$ cat src/rtl/core_run_ctrl_if.sv
// ---------------------------------------------------------------------------
// core_run_ctrl_if
// Groups the signals between the run/halt controller and its surroundings:
// the raw board keys, the breakpoint switch/address, the core's debug PC, and
// the controls/status the controller gives back.
//
//   key_rst, key_run, key_step : raw pushbuttons, active-low, asynchronous
//   sw_break_en                : breakpoint enable switch
//   break_addr[31:0]           : breakpoint PC
//   pc_addr[31:0]              : current PC from the core debug port
//   core_clk_en                : core advances on clk only when 1
//   core_rst                   : active-high synchronous core reset
//   ctrl_state[1:0]            : RESET=0, HALT=1, RUN=2, STEP=3
//   cycle_cnt[31:0]            : enabled core cycles outside RESET
//
// modport master : board/core side (drives keys, switch, PC)
// modport slave  : the controller
// ---------------------------------------------------------------------------
interface core_run_ctrl_if;
  logic        key_rst;
  logic        key_run;
  logic        key_step;
  logic        sw_break_en;
  logic [31:0] break_addr;
  logic [31:0] pc_addr;
  logic        core_clk_en;
  logic        core_rst;
  logic [1:0]  ctrl_state;
  logic [31:0] cycle_cnt;

  modport master (
    output key_rst, key_run, key_step, sw_break_en, break_addr, pc_addr,
    input  core_clk_en, core_rst, ctrl_state, cycle_cnt
  );

  modport slave (
    input  key_rst, key_run, key_step, sw_break_en, break_addr, pc_addr,
    output core_clk_en, core_rst, ctrl_state, cycle_cnt
  );
endinterface

$ cat src/rtl/core_run_ctrl.sv
// ---------------------------------------------------------------------------
// core_run_ctrl
// Run/halt/single-step controller for the SiMPLE core. Debounces the three
// board keys, sequences the core reset, gates the core clock enable, halts on
// an optional PC breakpoint and counts enabled core cycles.
//
// Parameters:
//   DEBOUNCE_CYCLES : cycles a synced key level must differ from the accepted
//                     level before it is accepted
//   RST_CYCLES      : cycles core_rst is held in RESET (1..255)
// Ports:
//   clk  : board clock (also clocks the core)
//   rst  : asynchronous active-low reset of this block
//   bus  : core_run_ctrl_if.slave (keys, breakpoint, PC in; controls out)
// Build option:
//   CORE_RUN_CTRL_BREAKPOINT_EN : compiles in the PC breakpoint; without it
//   RUN only ends on a run or reset press.
// ---------------------------------------------------------------------------
module core_run_ctrl #(
  parameter int DEBOUNCE_CYCLES = 250000,
  parameter int RST_CYCLES      = 16
) (
  input  logic            clk,
  input  logic            rst,
  core_run_ctrl_if.slave  bus
);

  typedef enum logic [1:0] {
    ST_RESET = 2'd0,
    ST_HALT  = 2'd1,
    ST_RUN   = 2'd2,
    ST_STEP  = 2'd3
  } state_t;

  localparam int             DB_W     = (DEBOUNCE_CYCLES > 1) ? $clog2(DEBOUNCE_CYCLES) : 1;
  localparam logic [DB_W-1:0] DB_LAST = DB_W'(DEBOUNCE_CYCLES - 1);
  localparam logic [7:0]      RST_LAST = 8'(RST_CYCLES - 1);

  // Key index: 0 = reset, 1 = run, 2 = step
  logic [2:0]      w_key_raw;
  logic [2:0]      r_sync1;
  logic [2:0]      r_sync2;
  logic [2:0]      r_stable;
  logic [2:0]      r_press;
  logic [DB_W-1:0] r_db_cnt [3];

  state_t          r_state;
  logic [7:0]      r_rst_cnt;
  logic            r_core_rst;
  logic [31:0]     r_cycle_cnt;
  logic            w_bp_hit;
  logic            w_clk_en;
  logic            w_press_rst;
  logic            w_press_run;
  logic            w_press_step;

  assign w_key_raw    = {bus.key_step, bus.key_run, bus.key_rst};
  assign w_press_rst  = r_press[0];
  assign w_press_run  = r_press[1];
  assign w_press_step = r_press[2];

  // Key path: 2-FF synchronizer, then a counter of consecutive cycles in
  // which the synced level disagrees with the accepted level. A press pulse
  // is emitted only when a low level is accepted.
  always_ff @(posedge clk or negedge rst) begin
    if (!rst) begin
      r_sync1  <= '1;
      r_sync2  <= '1;
      r_stable <= '1;
      r_press  <= '0;
      for (int i = 0; i < 3; i++) r_db_cnt[i] <= '0;
    end else begin
      r_sync1 <= w_key_raw;
      r_sync2 <= r_sync1;
      for (int i = 0; i < 3; i++) begin
        if (r_sync2[i] != r_stable[i]) begin
          if (r_db_cnt[i] == DB_LAST) begin
            r_stable[i] <= r_sync2[i];
            r_press[i]  <= ~r_sync2[i];
            r_db_cnt[i] <= '0;
          end else begin
            r_db_cnt[i] <= r_db_cnt[i] + DB_W'(1);
            r_press[i]  <= 1'b0;
          end
        end else begin
          r_db_cnt[i] <= '0;
          r_press[i]  <= 1'b0;
        end
      end
    end
  end

`ifdef CORE_RUN_CTRL_BREAKPOINT_EN
  // Mask keeps a resume from halting again on the PC it stopped at.
  logic r_bp_mask;
  assign w_bp_hit = bus.sw_break_en && (bus.pc_addr == bus.break_addr) &&
                    (r_state == ST_RUN) && !r_bp_mask;
`else
  logic w_unused_bp;
  assign w_bp_hit    = 1'b0;
  assign w_unused_bp = bus.sw_break_en ^ (^bus.break_addr) ^ (^bus.pc_addr);
`endif

  // Zero-latency enable so a breakpoint hit blocks the instruction at
  // break_addr in the same cycle.
  always_comb begin
    w_clk_en = 1'b0;
    case (r_state)
      ST_RESET: w_clk_en = 1'b1;
      ST_HALT:  w_clk_en = 1'b0;
      ST_RUN:   w_clk_en = !w_bp_hit;
      ST_STEP:  w_clk_en = 1'b1;
      default:  w_clk_en = 1'b0;
    endcase
  end

  always_ff @(posedge clk or negedge rst) begin
    if (!rst) begin
      r_state     <= ST_RESET;
      r_rst_cnt   <= '0;
      r_core_rst  <= 1'b1;
      r_cycle_cnt <= '0;
`ifdef CORE_RUN_CTRL_BREAKPOINT_EN
      r_bp_mask   <= 1'b0;
`endif
    end else begin
      if (w_press_rst)
        r_cycle_cnt <= '0;
      else if (w_clk_en && (r_state != ST_RESET))
        r_cycle_cnt <= r_cycle_cnt + 32'd1;

`ifdef CORE_RUN_CTRL_BREAKPOINT_EN
      // The first RUN cycle is always enabled, so the mask drops after it;
      // the HALT->RUN branch below re-arms it on entry.
      if (r_state == ST_RUN) r_bp_mask <= 1'b0;
`endif

      if (w_press_rst) begin
        r_state    <= ST_RESET;
        r_rst_cnt  <= '0;
        r_core_rst <= 1'b1;
      end else begin
        case (r_state)
          ST_RESET: begin
            if (r_rst_cnt == RST_LAST) begin
              r_state    <= ST_HALT;
              r_core_rst <= 1'b0;
            end else begin
              r_rst_cnt <= r_rst_cnt + 8'd1;
            end
          end
          ST_HALT: begin
            if (w_press_run) begin
              r_state <= ST_RUN;
`ifdef CORE_RUN_CTRL_BREAKPOINT_EN
              r_bp_mask <= 1'b1;
`endif
            end else if (w_press_step) begin
              r_state <= ST_STEP;
            end
          end
          ST_RUN:   if (w_press_run || w_bp_hit) r_state <= ST_HALT;
          ST_STEP:  r_state <= ST_HALT;
          default:  r_state <= ST_RESET;
        endcase
      end
    end
  end

  assign bus.core_clk_en = w_clk_en;
  assign bus.core_rst    = r_core_rst;
  assign bus.ctrl_state  = r_state;
  assign bus.cycle_cnt   = r_cycle_cnt;

endmodule
$ cat src/flat_wrapper.sv
// flat-port wrapper written by rule: the top's interface ports become plain ports
module core_run_ctrl_flat 
#(
  parameter int DEBOUNCE_CYCLES = 250000,
  parameter int RST_CYCLES      = 16
)
  (clk, rst, bus_key_rst, bus_key_run, bus_key_step, bus_sw_break_en, bus_break_addr, bus_pc_addr, bus_core_clk_en, bus_core_rst, bus_ctrl_state, bus_cycle_cnt);
  core_run_ctrl_if bus_i ();
  input  logic clk;
  input  logic rst;
  input wire logic [$bits(bus_i.key_rst)-1:0] bus_key_rst;
  input wire logic [$bits(bus_i.key_run)-1:0] bus_key_run;
  input wire logic [$bits(bus_i.key_step)-1:0] bus_key_step;
  input wire logic [$bits(bus_i.sw_break_en)-1:0] bus_sw_break_en;
  input wire logic [$bits(bus_i.break_addr)-1:0] bus_break_addr;
  input wire logic [$bits(bus_i.pc_addr)-1:0] bus_pc_addr;
  output wire logic [$bits(bus_i.core_clk_en)-1:0] bus_core_clk_en;
  output wire logic [$bits(bus_i.core_rst)-1:0] bus_core_rst;
  output wire logic [$bits(bus_i.ctrl_state)-1:0] bus_ctrl_state;
  output wire logic [$bits(bus_i.cycle_cnt)-1:0] bus_cycle_cnt;
  assign bus_i.key_rst = bus_key_rst;
  assign bus_i.key_run = bus_key_run;
  assign bus_i.key_step = bus_key_step;
  assign bus_i.sw_break_en = bus_sw_break_en;
  assign bus_i.break_addr = bus_break_addr;
  assign bus_i.pc_addr = bus_pc_addr;
  assign bus_core_clk_en = bus_i.core_clk_en;
  assign bus_core_rst = bus_i.core_rst;
  assign bus_ctrl_state = bus_i.ctrl_state;
  assign bus_cycle_cnt = bus_i.cycle_cnt;
  core_run_ctrl #(.DEBOUNCE_CYCLES(DEBOUNCE_CYCLES), .RST_CYCLES(RST_CYCLES)) u_core (.clk(clk), .rst(rst), .bus(bus_i));
endmodule
$ cat config.mk
export PLATFORM = sky130hd
export DESIGN_NAME = core_run_ctrl_flat
export DESIGN_NICKNAME = d
export VERILOG_FILES = /design/src/rtl/core_run_ctrl_if.sv /design/src/rtl/core_run_ctrl.sv /design/src/flat_wrapper.sv
export SDC_FILE = /design/constraint.sdc
export NUM_CORES = 1
export LEC_CHECK = 0
export ABC_CLOCK_PERIOD_IN_PS = 3060
export BUFFER_PORTS_ARGS = -buffer_cell sky130_fd_sc_hd__buf_4
export CAP_MARGIN = 20
export CORE_ASPECT_RATIO = 0.6
export CORE_MARGIN = 4
export CORE_UTILIZATION = 55
export CTS_CLUSTER_DIAMETER = 30
export CTS_CLUSTER_SIZE = 30
export DETAILED_ROUTE_END_ITERATION = 8
export GPL_TIMING_DRIVEN = 0
export PLACE_DENSITY = 0.84
export SLEW_MARGIN = 40
export SYNTH_ARGS = -nofsm -noshare
export SYNTH_HDL_FRONTEND = slang
export SYNTH_SLANG_ARGS = --single-unit
$ cat constraint.sdc
create_clock -name clk -period 3.06 [get_ports clk]
set_clock_uncertainty 0.2 [all_clocks]
set_input_delay 0.153 -clock clk [delete_from_list [all_inputs] [get_ports clk]]
set_output_delay 0.153 -clock clk [all_outputs]
set_load 0.02 [all_outputs]
* Word level (Yosys, flattened, before mapping)
Cells that the tools add are included.
Operators by class: $add $sub $neg 5, equal/unequal tests 14, muxes and demuxes 27, bitwise gates (word level) 3, reductions and logical operators 13
Operators by type and width (count):
- two-way mux 18 bit | 6
- two-way mux 32 bit | 2
- adder 18 x 1 -> 18 bit, second input constant | 3
- == test 18 bit, second input constant | 3
- adder 32 x 1 -> 32 bit, second input constant | 1
- two-way mux 8 bit | 3
- two-way mux 2 bit | 5
- AND reduction 2 bit | 5
- two-way mux 1 bit | 9
- adder 8 x 1 -> 8 bit, second input constant | 1
- == test 8 x 4 -> 1 bit, second input constant | 1
- case mux 2 bit (4 select lines) | 1
- nonzero test 2 bit | 4
- inequality test 3 x 1 -> 1 bit, second input constant | 2
- == test 2 bit, second input constant | 2
- inequality test 4 x 1 -> 1 bit, second input constant | 1
- inequality test 1 bit | 3
- NOT 1 bit | 3
- AND reduction 3 bit | 1
- OR reduction 3 bit | 1
- == test 2 x 1 -> 1 bit, second input constant | 1
- zero test 2 bit | 1
- inequality test 2 x 1 -> 1 bit, second input constant | 1
- case mux 1 bit (2 select lines) | 1
- logical AND 1 bit | 1
Word-level totals: register bits after elaboration 109, input port bits 70, output and inout bits 36, logic and storage cells 75

* Longest topological paths before layout
Gate-level depths: netlist (run 1).
depth in word-level cells 6, depth in mapped cells 6, gate-level depth less buffers 5

* Worst setup path after synthesis (run 1)
OpenSTA, ideal clock, no wires.
path type register to register, start reg u_core.r_cycle_cnt[15] (netlist: u_core.bus.cycle_cnt[15]), end reg u_core.r_cycle_cnt[30] (netlist: u_core.bus.cycle_cnt[30]), setup time 78 ps, arrival 1988 ps, data required time 2782 ps, slack 794 ps, cell stages (with the launch flop) 7, path buffers 2, period minus slack after synthesis 2266 ps, path through dfrtp_1 nand4_2 or4_1 buf_2 buf_6 or4_1 a21oi_1
Between the ends: word-level cells in the longest chain between the ends 3
Ends and longest elaborated chain:
- from (decl) | RTL line core_run_ctrl.sv:50 | logic [31:0] r_cycle_cnt;
- from (signal assigned) | RTL line core_run_ctrl.sv:130 | r_cycle_cnt <= r_cycle_cnt + 32'd1;
- adder 32 x 1 -> 32 bit | RTL line core_run_ctrl.sv:130
- two-way mux 32 bit | RTL line core_run_ctrl.sv:129 | else if (w_clk_en && (r_state != ST_RESET))
- two-way mux 32 bit | RTL line core_run_ctrl.sv:127 | if (w_press_rst)
No other way between the ends. The select of a mux whose other input is x is not followed. A chain may end at the register's enable or synchronous reset.

* Worst setup path after layout (run 1)
start reg u_core.r_db_cnt[36] in the netlist's numbering, end reg u_core.r_db_cnt[44] in the netlist's numbering
Between the ends: word-level cells in the longest chain between the ends 3, elaborated cells between the ends (all ways) 4, classes of those cells add/sub: 1; eq/ne: 1; mux: 2
Ends and longest elaborated chain:
- from (decl) | RTL line core_run_ctrl.sv:45 | logic [DB_W-1:0] r_db_cnt [3];
- from (signal, indexed assignment) | RTL line core_run_ctrl.sv:82 | r_db_cnt[i] <= r_db_cnt[i] + DB_W'(1);
- adder 18 x 1 -> 18 bit / == test 18 bit (equally long branches) | RTL line core_run_ctrl.sv:82, core_run_ctrl.sv:77
- two-way mux 18 bit * | RTL line core_run_ctrl.sv:77 | if (r_db_cnt[i] == DB_LAST) begin
- two-way mux 18 bit * | RTL line core_run_ctrl.sv:76 | if (r_sync2[i] != r_stable[i]) begin
Mark *: on every way between the ends. The rest lies on a longest branch, timed or not.

==> results of run 1 <==
## power groups by stage
| stage | sequential [mW] | clock [mW] | combinational (mW) |
|---|---|---|---|
| 2_1_floorplan | 1.49 | 0 | 0.0243 |
| 3_3_place_gp | 1.50 | 0 | 0.0618 |
| 3_5_place_dp | 1.50 | 0 | 0.0650 |
| 4_1_cts | 1.47 | 1.23 | 0.0697 |
| 5_1_grt | 1.47 | 1.29 | 0.0843 |
| 6_report | 1.47 | 1.22 | 0.0722 |
## metrics by stage
stage	setup WS, ns	hold WS [ns]	utilization, %	instance area, um2	power (mW)
after global placement	0.553	0.0629	62.4	5820	1.56
after floorplan	0.794	-0.343	-	5360	1.52
after global routing	0.257	0.0846	66.7	6220	2.85
final	0.458	0.0534	66.7	6220	2.76
after CTS	0.464	0.158	66.3	6180	2.77
after detailed placement	0.486	0.0625	62.5	5830	1.56
## registers in the layout, summed over array words and instances (netlist names)
| signal | cells |
|---|---|
| u_core.r_db_cnt | 54 |
| u_core.bus.cycle_cnt | 32 |
| u_core.r_rst_cnt | 8 |
| u_core.r_press | 3 |
| u_core.r_stable | 3 |
| u_core.r_sync1 | 3 |
| u_core.r_sync2 | 3 |
| u_core.bus.ctrl_state | 2 |
| u_core.bus.core_rst | 1 |
## final cells by class
cell class | instances | area, um2
Clock inverter | 3 | 42.5
Clock buffer | 13 | 270
Tap cell | 130 | 163
Inverter | 12 | 45.0
Sequential cell | 109 | 2740
Timing Repair Buffer | 45 | 375
Multi-Input combinational cell | 397 | 2490
Buffer | 18 | 92.6
Fill cell | 725 | 3100
## routing by layer
metal / up-vias / track usage (%) / part of all wire [%]
met4: 0 / 5.40 / 0.84
met2: 132 / 33.9 / 47
met1: 2175 / 30.5 / 46
met3: 11 / 4.61 / 6.0
li1: 2062 / - / -
met5: - / 0 / 0
## cells in the final DEF, fill, tap and decap left out, types with 3 or more instances in the layout
cell type	synthesis	final
nor3b_1	5	5
o21ai_0	8	8
clkbuf_16	0	9
nor3_1	11	11
inv_1	12	12
or2_2	5	5
nor2b_1	3	3
dfstp_2	10	10
nand3b_1	3	3
xnor2_1	31	31
a21oi_1	31	31
xor2_1	24	24
and4_1	4	4
and3_1	9	9
o31ai_1	18	18
clkbuf_1	13	14
clkbuf_8	1	4
nand4_1	24	24
ha_1	5	5
nand3_1	32	32
or3_1	9	9
mux2_2	7	7
and2_1	4	4
dlygate4sd3_1	1	5
nor2_1	74	74
buf_4	0	39
dfrtp_1	99	99
nand2_1	30	30
or4_1	26	26
nor4_1	15	15
## worst max-delay path, stage by stage (launching register included)
cell and delay (ns):
dfrtp_1 0.42, ha_1 0.21, nand3_1 0.30, o41ai_2 0.82
clkbuf_1 0.42, nor2_1 0.10
## cell families (layout without fill, tap and decap cells)
group,Yosys count,count (layout),share of synthesized area (%)
compound gates,68,68,8.41
xor+xnor,55,55,8.99
mux,9,9,1.85
fa+ha+maj,5,5,1.17
buf+inv,30,91,2.57
simple gates,260,260,25.9
flops,109,109,51.1
## worst paths after layout
path	startpoint	to	slack, ns
worst min register to register	u_core.r_sync1[0]	u_core.r_sync2[0]	0.16
worst max-delay path	u_core.r_db_cnt[36]	u_core.r_db_cnt[44]	0.46
max in group asynchronous	rst	u_core.r_stable[0]	1.93
worst max register to register	u_core.r_db_cnt[36]	u_core.r_db_cnt[44]	0.46
min in group clk	u_core.r_sync1[0]	u_core.r_sync2[0]	0.16
worst min-delay path	rst	u_core.r_db_cnt[16]	0.05
## repair_timing
item,CTS,global route
endpoints found under the hold margin,102,0
setup buffers,0,0
hold buffers,4,0
==> out/results.tsv, run 1 <==
metric	value	unit
rows	27	
peakVddDrop	306	uV
io_pins	106	
antenna_found_initial	0	
synth_nets	611	
worstSetupEndpointType	register	
synthArstFlopShare	100	%
p_sw	576	uW
synth-warning-count	0	
yosysUniqueCellTypes	45	
wl	12.0	mm
diodes	0	
clock_latency	0.35	ns
grtUsageTotal	21.5	%
hpwl	8.24	mm
first_iter_violations	373	
stdcell_count	727	
grt_first_pass_wirelength	20.0	mm
fin_crit	2.60	ns
clkTransAtPathRegs	0.07	ns
ant_nets	0	
nNetsFinal	667	
synth_ff_type	dfrtp_1	
root_buffer	clkbuf_16	
worstSetupPathType	register to register	
avgViaCountPerCell	6.02	
seq_power_share	53.3	%
grt_max_degree	110	
clock_power_share	44.1	%
die_area	11400	um2
htreeDepth	3	
internal_power	2.18	mW
reg2reg_depth	5	
yosysMostFrequentCell	dfrtp_1	
drtPass1Iterations	5	
slew_headroom	45.4	%
grt_pass1_vias	4160	
cts_tree	done	
initial_utilization	57.5	%
syn2layout_area_growth	16.1	%
wl_per_cell	16.5	um
setup_violations	0	
syn-instance-count	536	
synth-edff-count	0	
route.detailed.drc	0	
dp.cells	706	
setup_tns	0	ns
cp-start-kind	register	
yosysTopAreaCellShare	46.2	%
period_share	85.0	%
grt_overflow_total	0	
die_h	84.5	um
yosysTopAreaCell	dfrtp_1	
swShare	20.9	%
synth_seq_area_share	51.1	%
maxSlewViolCount	0	
fmax	384	MHz
synth_area_leaders	dfrtp_1, nor2_1, xnor2_1	
cellLeakagePower	2.56	nW
post_cts.resized_instances	0	
critical_path_required	3.08	ns
numCtsBuffers	9	
yosys_register_bits	109	
rsz0062_at_grt	no	
clock_sinks	109	
core	9320	um2
pwr-share-comb	2.6	%
cts_buffer_depth	2	
fp.dieW	135	um
outcome	finished clean	
cp.arrival	2.62	ns
worstPathMaxFanout	10	
netlist_area	5360	um2
worstMarginPinSlew	0.810	ns
cap_violations	0	
final_layout_size_suffix_gt1_share	14.7	%
portBuffers	40	
vias	4380	
min_path_type	input pin to asynchronous set/reset pin	
synth_common_cells	dfrtp_1, nor2_1, nand3_1	
power.density	444	nW/um2
hold_viol_final	0	
syn_area_per_cell	10.0	um2
gp_congestion	0.836	
No activity file was read; power rests on OpenSTA's default activity.
==> run 2: changes to the inputs <==
- ABC_CLOCK_PERIOD_IN_PS: 3060 -> 2200
- CORE_UTILIZATION: 55 -> 50
- PLACE_DENSITY: 0.84 -> 0.8
- clock period: 3.06 -> 2.2 ns (I/O delays scaled with it)
==> run 2 against run 1 <==
  * Worst hold slack gained 0.0076 ns
  * Power rose by 37%
  * Global-route usage is 0.53 points lower
  * Utilization down 2.1 points
  * Non-clock buffer count increased by 21
  * Sequential share of layout area shrank 2.1 points
  * Largest power group unchanged
==> out/results.tsv, run 2 (same netlist as run 1, synthesis figures left out) <==
metric	value	unit
io_pins	106	
clkTransAtPathRegs	0.07	ns
cellLeakagePower	2.69	nW
fin_crit	2.17	ns
grt_overflow_total	0	
crit_chain	nor4_1, nand4_1, or4_1, mux2_2	
grt_pass1_vias	4262	
outcome	finished clean	
maxSlewViolCount	0	
die_h	88.2	um
htreeDepth	3	
cp-start-kind	register	
wl	13.0	mm
root_buffer	clkbuf_16	
min_path_type	input pin to asynchronous set/reset pin	
worstPathMaxFanout	4	
ant_nets	0	
worstReg2RegStart	u_core.r_db_cnt[28]	
whs	0.0610	ns
worstMarginPinSlew	0.583	ns
final_layout_size_suffix_gt1_share	24.9	%
grtUsageTotal	21.0	%
clock_latency	0.36	ns
largest_reg_flops	54	
fp.dieW	142	um
drtPass1Iterations	4	
setup_violations	0	
numCtsBuffers	9	
first_iter_violations	335	
fill_cells	790	
slew_headroom	60.8	%
reg2reg_depth	4	
vias	4531	
slowest_stage	or4_1	
syn2layout_area_growth	22.5	%
gp_congestion	0.889	
peakVddDrop	393	uV
grt_first_pass_wirelength	21.1	mm
nNetsFinal	688	
die_area	12500	um2
worstSetupEndpointType	register	
avgViaCountPerCell	6.02	
grt_max_degree	110	
antenna_found_initial	0	
final_common_cell	dfrtp_1	
rsz0062_at_grt	yes	
cp.arrival	2.25	ns
cts_buffer_depth	2	
final_cell_mix	dfrtp_1, nor2_1, buf_4	
core	10200	um2
startpoint	u_core.r_db_cnt[28]	
hold_viol_final	0	
rrSetupSlack	0.03	ns
slowest_delay	0.52	ns
wl_per_cell	17.3	um
cts_tree	done	
cap_violations	0	
rows	28	
top_register	u_core.r_db_cnt	
period_share	98.7	%
endpoint	u_core.r_stable[1]	
route.detailed.drc	0	
total_power	3.77	mW
hpwl	8.30	mm
setup_tns	0	ns
clock_sinks	109	
r2r-end	u_core.r_stable[1]	
critical_path_required	2.28	ns
portBuffers	40	
fmax	461	MHz
diodes	0	
worstSetupPathType	register to register	
initial_utilization	52.7	%
power.density	574	nW/um2
==> run 2: where the power goes <==
group          internal, mW  leakage, nW  switching [mW]
sequential             2.03         1.43          0.0195
clock                 0.883        0.133           0.727
combinational        0.0407         1.12          0.0711
total                  2.95         2.69           0.818
==> run 2: final cells by class <==
type                            count  area, um2  area share, %
Buffer                             13       77.6           1.18
Clock buffer                       12        236           3.60
Clock inverter                      4       50.0          0.763
Inverter                           12       45.0          0.686
Multi-Input combinational cell    397       2660           40.5
Sequential cell                   109       2760           42.0
Tap cell                          135        169           2.57
Timing Repair Buffer               71        571           8.70
==> run 2: per-stage QoR <==
stage                     worst slack [ns]  utilization (%)  std cells  instance area (um2)
after floorplan                    0.00210                -        536                 5370
after global placement              -0.296             57.5        711                 5840
after detailed placement            -0.384             57.5        711                 5840
after CTS                         0.000862             62.2        739                 6310
after global routing               -0.0617             64.6        753                 6560
final                               0.0290             64.6        753                 6560
==> run 2: worst min-delay path by stage <==
stage	end	slack, ns	cells past startpoint
5_1_grt	u_core.r_db_cnt[14]	0.09	2
4_1_cts	u_core.r_sync2[1]	0.16	0
2_1_floorplan	u_core.bus.ctrl_state[0]	-0.39	0
3_3_place_gp	u_core.r_sync1[0]	0.02	1
3_5_place_dp	u_core.r_sync1[2]	0.02	1
6_report	u_core.r_db_cnt[14]	0.06	2
==> run 2: repair_timing <==
action	in CTS	in global routing
setup buffers	11	16
hold endpoints to repair	102	0
setup endpoints to repair	45	47
pin swaps	4	14
hold buffers	4	0
gates resized for setup	15	29
==> run 2: critical path, delay by kind of cell, from the launching register on <==
family / cells / cell delay [ns]
and+or+nand+nor: 3 / 1.17
muxes: 1 / 0.30
DFF: 1 / 0.44
==> run 2: routing by layer <==
layer	part of all wire (%)	vias up	global-route usage, %
li1	-	2101	-
met1	47	2234	30.6
met2	45	169	31.0
met3	6.0	27	5.18
met4	2.2	0	6.53
met5	0	-	0
